**src/rtl/core_pkg.sv**
```systemverilog
// Shared types and default parameters for the core run controller.
package core_pkg;

    localparam int INSTR_WIDTH_DEF = 9;
    localparam int CNT_WIDTH_DEF   = 16;
    localparam int NUM_PROGS_DEF   = 3;

    localparam logic [NUM_PROGS_DEF*INSTR_WIDTH_DEF-1:0] PROG_BASE_DEF = '0;

    typedef enum logic [2:0] {
        S_IDLE  = 3'd0,
        S_LOAD  = 3'd1,
        S_RUN   = 3'd2,
        S_DONE  = 3'd3,
        S_ABORT = 3'd4
    } run_state_t;

endpackage

```
**src/rtl/run_ctrl_sat_counter.sv**
```systemverilog
// Up-counter with synchronous clear that sticks at all-ones instead of wrapping.
module sat_counter #(
    parameter int WIDTH = 16
) (
    input  logic             clk,
    input  logic             rst_n,
    input  logic             clr,
    input  logic             inc,
    output logic [WIDTH-1:0] count
);

    // NOTE: sequential state uses non-blocking assignments so every flop samples pre-edge values.
    always_ff @(posedge clk or negedge rst_n) begin
        if (!rst_n) begin
            count <= '0;
        end else if (clr) begin
            count <= '0;
        end else if (inc && (count != '1)) begin
            count <= count + WIDTH'(1'b1);
        end
    end

endmodule

```
**src/rtl/run_ctrl.sv**
```systemverilog
// Run controller: program select, fetch start pulse, retire/cycle counters, halt and watchdog.
module run_ctrl
    import core_pkg::*;
#(
    parameter int                             INSTR_WIDTH = INSTR_WIDTH_DEF,
    parameter int                             CNT_WIDTH   = CNT_WIDTH_DEF,
    parameter int                             NUM_PROGS   = NUM_PROGS_DEF,
    parameter logic [NUM_PROGS*INSTR_WIDTH-1:0] PROG_BASE = PROG_BASE_DEF,
    parameter logic [CNT_WIDTH-1:0]           TIMEOUT     = '1,
    localparam int                            SEL_WIDTH   = (NUM_PROGS > 1) ? $clog2(NUM_PROGS) : 1
) (
    input  logic                   clk,
    input  logic                   rst_n,
    input  logic                   start,
    input  logic [SEL_WIDTH-1:0]   prog_sel,
    input  logic                   halt,
    input  logic                   retire,
    output logic                   core_start,
    output logic [INSTR_WIDTH-1:0] start_addr,
    output logic                   busy,
    output logic                   done,
    output logic                   timed_out,
    output logic [CNT_WIDTH-1:0]   instr_count,
    output logic [CNT_WIDTH-1:0]   cycle_count
);

    localparam logic [CNT_WIDTH-1:0] TIMEOUT_LAST  = TIMEOUT - CNT_WIDTH'(1'b1);
    localparam bit                   WDOG_EN       = (TIMEOUT != '0);
    localparam logic [SEL_WIDTH:0]   NUM_PROGS_EXT = (SEL_WIDTH+1)'(NUM_PROGS);
    localparam logic [SEL_WIDTH-1:0] LAST_SEL      = SEL_WIDTH'(NUM_PROGS - 1);

    run_state_t             state;
    run_state_t             state_next;
    logic                   accept;
    logic                   running;
    logic                   timeout_hit;
    logic [SEL_WIDTH-1:0]   sel_clamped;
    logic [INSTR_WIDTH-1:0] entry_addr;

    assign running     = (state == S_RUN);
    assign accept      = start && ((state == S_IDLE) || (state == S_DONE) || (state == S_ABORT));
    assign timeout_hit = WDOG_EN && (cycle_count == TIMEOUT_LAST);

    // Out-of-range selections fall back to the last program rather than faulting.
    assign sel_clamped = ({1'b0, prog_sel} >= NUM_PROGS_EXT) ? LAST_SEL : prog_sel;
    assign entry_addr  = PROG_BASE[int'(sel_clamped)*INSTR_WIDTH +: INSTR_WIDTH];

    always_ff @(posedge clk or negedge rst_n) begin
        if (!rst_n) begin
            state      <= S_IDLE;
            start_addr <= '0;
        end else begin
            state <= state_next;
            if (accept) begin
                start_addr <= entry_addr;
            end
        end
    end

    always_comb begin
        // NOTE: defaulting state_next first keeps every path assigned, so no latch is inferred.
        state_next = state;
        unique case (state)
            S_IDLE, S_DONE, S_ABORT: if (start) state_next = S_LOAD;
            S_LOAD:                  state_next = S_RUN;
            S_RUN: begin
                if (halt)             state_next = S_DONE;
                else if (timeout_hit) state_next = S_ABORT;
            end
            default:                 state_next = S_IDLE;
        endcase
    end

    always_comb begin
        core_start = (state == S_LOAD);
        busy       = (state == S_LOAD) || (state == S_RUN);
        done       = (state == S_DONE);
        timed_out  = (state == S_ABORT);
    end

    sat_counter #(.WIDTH(CNT_WIDTH)) u_cycle_cnt (
        .clk   (clk),
        .rst_n (rst_n),
        .clr   (accept),
        .inc   (running),
        .count (cycle_count)
    );

    // The HALT instruction itself is never counted as retired.
    sat_counter #(.WIDTH(CNT_WIDTH)) u_instr_cnt (
        .clk   (clk),
        .rst_n (rst_n),
        .clr   (accept),
        .inc   (running && retire && !halt),
        .count (instr_count)
    );

endmodule

```
**config.mk**
```make
export PLATFORM = sky130hd
export DESIGN_NAME = run_ctrl
export DESIGN_NICKNAME = d
export VERILOG_FILES = /design/src/rtl/core_pkg.sv /design/src/rtl/run_ctrl_sat_counter.sv /design/src/rtl/run_ctrl.sv
export SDC_FILE = /design/constraint.sdc
export NUM_CORES = 1
export LEC_CHECK = 0
export BUFFER_PORTS_ARGS = -buffer_cell sky130_fd_sc_hd__buf_2
export CAP_MARGIN = 10
export CORE_AREA = 3 3 71 80
export CTS_CLUSTER_DIAMETER = 60
export CTS_CLUSTER_SIZE = 30
export DETAILED_ROUTE_END_ITERATION = 8
export DIE_AREA = 0 0 74 83
export MAX_ROUTING_LAYER = met4
export PLACE_DENSITY = 0.67
export SLEW_MARGIN = 10
export SYNTH_ARGS = -nofsm -noshare
export SYNTH_HDL_FRONTEND = slang
export SYNTH_HIERARCHICAL = 1
export SYNTH_SLANG_ARGS = --single-unit
```
**constraint.sdc**
```tcl
create_clock -name clk -period 3.1 [get_ports clk]
set_input_delay 0.465 -clock clk [delete_from_list [all_inputs] [get_ports clk]]
set_output_delay 0.465 -clock clk [all_outputs]
set_load 0.1 [all_outputs]
```
==> results of run 1 <==
-- layer usage --
layer  up-vias  routed length, µm
met2        47               2460
met3         5                215
li1        971                  -
met1       982               2490
met4         0                 84
met5         -                  0
-- area by class of cell --
| type | instances | area (µm²) | area share |
|---|---|---|---|
| clock buffer | 8 | 100 | 0.0398 |
| timing repair buffer | 45 | 238 | 0.0944 |
| inverter | 8 | 30.0 | 0.0119 |
| tap | 58 | 72.6 | 0.0288 |
| multi-input combinational | 181 | 1200 | 0.477 |
| sequential | 35 | 876 | 0.348 |
-- metrics by stage --
step	setup slack, ps	cell area [µm²]
floorplan	122	2230
global placement	631	2420
detailed placement	556	2420
CTS	539	2520
global route	378	2520
finish	535	2520
-- registers in the layout, summed over array words and instances (netlist names) --
signal,flops
u_cycle_cnt/count,16
state,3
u_instr_cnt/count,16
-- where the power goes --
part / internal, mW / total, mW / switching (mW)
registers: 0.490 / 0.540 / 0.0498
clock network: 0.203 / 0.374 / 0.171
logic: 0.121 / 0.712 / 0.590
total: 0.814 / 1.63 / 0.811
-- worst max-delay path, cell delays in order (launching register included) --
cell     delay, ps
dfrtp_1        440
inv_2           60
or3_1          440
nor3b_1        230
buf_4          170
inv_1          260
or4_2          720
a21oi_1        170
-- layout by cell type, fill, tap and decap left out, types with 2 or more instances in the layout --
cell      count
nand4_2       2
o211ai_2      2
clkbuf_8      7
and3_1        5
buf_4         5
nor4_1        8
and4_2        4
nor3_1        3
nand3_1       7
nand2_1      13
mux2_1        8
conb_1        9
or3_1         5
nand4_1      14
o21ai_0       2
ha_1          2
a211oi_2      2
nor2b_1       8
nor2_1       12
inv_1         7
dfrtp_1      35
nand3b_1      3
o21ai_1       7
a21oi_1      22
o31ai_1      16
or4_1        10
or4_2         4
nor4_4        2
buf_2        40
or3_2         2
-- cells by family after synthesis --
| kind of cell | after synthesis |
|---|---|
| and+or+nand+nor | 108 |
| AOI/OAI and AO/OA | 54 |
| DFF | 35 |
| buffers and inverters | 27 |
| muxes | 8 |
| adders and majority gates | 2 |
| other | 1 |
-- worst paths after layout --
path | from | end | slack (ps) | cells after the start
max | state[1]$_DFFE_PN0P_ | u_instr_cnt/count[3]$_DFFE_PN0P_ | 530 | 7
min | rst_n | state[0]$_DFFE_PN0P_ | 270 | 1
max reg2reg | state[1]$_DFFE_PN0P_ | u_instr_cnt/count[3]$_DFFE_PN0P_ | 530 | 7
min reg2reg | state[2]$_DFFE_PN0P_ | state[0]$_DFFE_PN0P_ | 530 | 1
max in group asynchronous | rst_n | u_cycle_cnt/count[2]$_DFFE_PN0P_ | 2310 | 1
min in group clk | start | state[0]$_DFFE_PN0P_ | 440 | 3
==> flow_summary.toml, run 1 <==
[outcome]
run_status = "finished, final reports clean"

[die]
start_util = 0.442
coreArea_um2 = 4970
die_y_um = 83
io_pins = 52
die_w_um = 74
row_count = 27
fp.dieArea_um2 = 6140

[flow_run]
cap_violations = 0

[detailed_routing]
drt-pass1-iter-count = 4
num_vias = 2005
drtAntennaViolNets = 0
viasPerCell = 5.99
wl_per_cell_um = 15.7
drt_wl_total_um = 5250
drc = 0
first_iter_violations = 142

[cells_and_area]
finalNonFillerCells = 335
nets = 285
drive_above_1_share = 0.264
antenna_cells = 0
final.fill_count = 495
syn_to_final_growth_pct = 14.6
finish.utilization = 0.507

[sta]
hold_violations = 0
finalCriticalPeriod_ps = 2570
timing.fmax_mhz = 390
setup_tns_ps = 0
fin_skew_ps = 6.84
slew_viol_final = 0
setup_viol = 0
rsz0062_at_grt = "false"
slew_headroom = 0.433
hold_slack_ps = 270
worst_pin_slew_ps = 850
fin_crit_sh = 0.827

[logic_synthesis]
synth_top_family_by_area = "simple AND/OR/NAND/NOR gates"
yosysTopAreaCell = "dfrtp_1"
synth_cell_types = 40
synth_enable_flop_cells = 0
synthMuxAreaShare = 0.0410
yosysMostFrequentCell = "dfrtp_1"
synth.top_cell.area_share = 0.399
synthCells = 235
ys_top_cells_by_count = "dfrtp_1 (35), a21oi_1 (22), o31ai_1 (16)"
ys_ff_latch = 35
yosysSeqAreaShare = 0.399
synth_compound_area_frac = 0.159
synthXorXnorAreaFrac = 0
synth-simple-area-share = 0.320
syn_area_um2 = 2200
synth_flop_cell = "dfrtp_1"
avgSynthCellArea_um2 = 9.35
synthAdderAreaFrac = 0.0114
synth-async-reset-ratio = 1.00
synthTopCellsByArea = "dfrtp_1 (40%), o31ai_1 (5.5%), a21oi_1 (5.0%)"
ys_warn_count = 6

[global_routing]
grt_max_degree = 36
grt_pass1_vias = 1848
grt_first_pass_wirelength_um = 8940
gr-total-overflow = 0
grt_use_met2 = 0.277
globalRouteMet1Util = 0.258
grt_usage = 0.187
busiest_layer = "met2"
grt_use_met3 = 0.0230
antenna_found_initial = 0

[clock_network]
clock_sinks = 35
cts_hold_buffers = 0
path_clk_slew_ps = 70
cts-root-buf = "clkbuf_8"
cts_buffer_depth = 2
htree_levels = 2
insertion_delay_ps = 290
cts_resized = 0
cts_tree = "done"
postCtsSetupRepairBufs = 0
cts_made_buffers = 5

[setup_path]
crit_path_end_kind = "register"
critPathKind = "register to register"
arrival_ps = 2780
startpoint_type = "register"
cp_max_fo = 22
critPathRequiredTime_ps = 3320

[place]
port_buffers = 40
placedCellCount = 327
dp_hpwl_um = 3700
place_congestion = 0.817

[pwr]
p_leak_nw = 1.18
p_total_mw = 1.63
vdd_ir_drop_max_mv = 0.367
power.density_nw_per_um2 = 646

[min_path]
hold_path.class = "input pin to asynchronous set/reset pin"
(Power assumes the default switching activity.)
==> inputs of run 2 (changes only) <==
PLACE_DENSITY = 0.7   (was 0.67)
clock period = 2.12 ns   (was 3.1 ns; I/O delays follow)
==> run 2 against run 1 <==
  * Routed wire length up 6.6%
  * Clock-buffer cell count fell by 2
  * Cell count up 6.0%
  * Die area stayed put
  * Utilization is 5.7 points higher
  * Combinational power increased by 97%
  * Worst setup slack lost 480 ps
  * Global-route usage down 0.49 points
  * Clock skew rose by 5.0 ps
  * Total power rose by 65%
  * Clock power rose by 29%
  * Highest routed layer unchanged
==> flow_summary.toml, run 2 (same netlist as run 1, synthesis figures left out) <==
[clock_network]
clock_sinks = 35
cts_buffer_depth = 2
insertion_delay_ps = 290
htree_levels = 2
path_clk_slew_ps = 80
cts_made_buffers = 5
cts_tree = "done"
cts-root-buf = "clkbuf_8"
cts_hold_buffers = 0

[detailed_routing]
first_iter_violations = 103
num_vias = 2075
drt-pass1-iter-count = 4
viasPerCell = 5.85
drtAntennaViolNets = 0
drt_wl_total_um = 5600
drc = 0
wl_per_cell_um = 15.8

[cells_and_area]
final_common_cell = "buf_2"
finalNonFillerCells = 355
nets = 305
antenna_cells = 0
mostFrequentLayoutCells = "buf_2 (39), dfrtp_2 (28), buf_4 (21)"
drive_above_1_share = 0.458
final.fill_count = 451
fin_area_um2 = 2800
syn_to_final_growth_pct = 27.6
top_regs = "u_cycle_cnt/count (16), u_instr_cnt/count (16), state (3)"
multi_input_area_um2 = 1250
seq_area_um2 = 926

[die]
fp.dieArea_um2 = 6140
start_util = 0.442
die_y_um = 83
io_pins = 52
die_w_um = 74
coreArea_um2 = 4970
row_count = 27

[setup_path]
startpoint_type = "register"
crit_path_end_kind = "register"
critPathRequiredTime_ps = 2320
arrival_ps = 2260
reg2reg_depth = 7
regToRegEndpoint = "u_cycle_cnt/count[3]$_DFFE_PN0P_"
cp_max_fo = 6
critPathKind = "register to register"
reg2reg_from = "state[1]$_DFFE_PN0P_"
reg2reg_slack_ps = 60

[min_path]
hold_path.class = "input pin to asynchronous set/reset pin"

[flow_run]
cap_violations = 0

[global_routing]
grt_first_pass_wirelength_um = 8740
grt_max_degree = 41
grt_pass1_vias = 1893
gr-total-overflow = 0
grt_usage = 0.182
antenna_found_initial = 0

[sta]
rsz0062_at_grt = "true"
setup_tns_ps = 0
worst_pin_slew_ps = 802
fin_crit_sh = 0.973
setup_viol = 0
timing.fmax_mhz = 485
finalCriticalPeriod_ps = 2060
fin_skew_ps = 11.8
hold_violations = 0
slew_viol_final = 0
slew_headroom = 0.465
hold_slack_ps = 115

[pwr]
vdd_ir_drop_max_mv = 0.712
p_leak_nw = 1.23
p_total_mw = 2.68
power.density_nw_per_um2 = 955

[place]
dp_hpwl_um = 3700
placed_area_um2 = 2610
placedCellCount = 339
port_buffers = 40
place_congestion = 0.837

[outcome]
run_status = "finished, final reports clean"
run 2: power breakdown:
part           internal [mW]  leakage, nW  switching, mW  total [mW]
combinational          0.437        0.762          0.961        1.40
sequential             0.733        0.427         0.0607       0.794
clock                  0.230       0.0412          0.254       0.484
total                   1.40         1.23           1.28        2.68
run 2: final cells by class:
class	count	share of cell area
Tap cell	58	0.0259
Clock buffer	6	0.0259
Inverter	8	0.0121
Timing Repair Buffer	65	0.156
Clock inverter	2	0.00446
Sequential cell	35	0.330
Multi-Input combinational cell	181	0.445
run 2: per-stage QoR:
stage	utilization	setup slack (ps)
4_1_cts	0.544	2.77
5_1_grt	0.564	-9.93
2_1_floorplan	-	-168
6_report	0.564	57.7
3_3_place_gp	0.526	47.3
3_5_place_dp	0.526	-13.8
run 2: worst max-delay path by stage:
stage / start / to / slack, ps / depth (start not counted)
floorplan: state[2]$_DFFE_PN0P_ / busy / -170 / 2
global placement: state[1]$_DFFE_PN0P_ / u_instr_cnt/count[15]$_DFFE_PN0P_ / 50 / 7
detailed placement: state[1]$_DFFE_PN0P_ / u_instr_cnt/count[15]$_DFFE_PN0P_ / -10 / 7
CTS: state[1]$_DFFE_PN0P_ / u_instr_cnt/count[6]$_DFFE_PN0P_ / 3 / 7
global route: state[1]$_DFFE_PN0P_ / u_cycle_cnt/count[11]$_DFFE_PN0P_ / -10 / 7
finish: state[1]$_DFFE_PN0P_ / u_cycle_cnt/count[3]$_DFFE_PN0P_ / 60 / 7
run 2: layer usage:
metal	vias up	routed length [µm]	GRT usage
met5	-	0	-
met4	0	27	0.0675
met3	2	241	0.0424
met2	44	2910	0.288
met1	1024	2420	0.223
li1	1005	-	-
run 2: worst max-delay path: stages, from the launching register on:
cell        delay (ps)
dfrtp_1            370
inv_2               40
or3_4              410
inv_2               90
clkinvlp_4         110
buf_12             140
or4_2              630
a21oi_1            180
run 2: timing repair:
| action | CTS | global route |
|---|---|---|
| resized for setup | 1 | 9 |
| pin swaps | 0 | 4 |
| endpoints found under the setup margin | 1 | 18 |
| buffers inserted | 0 | 8 |
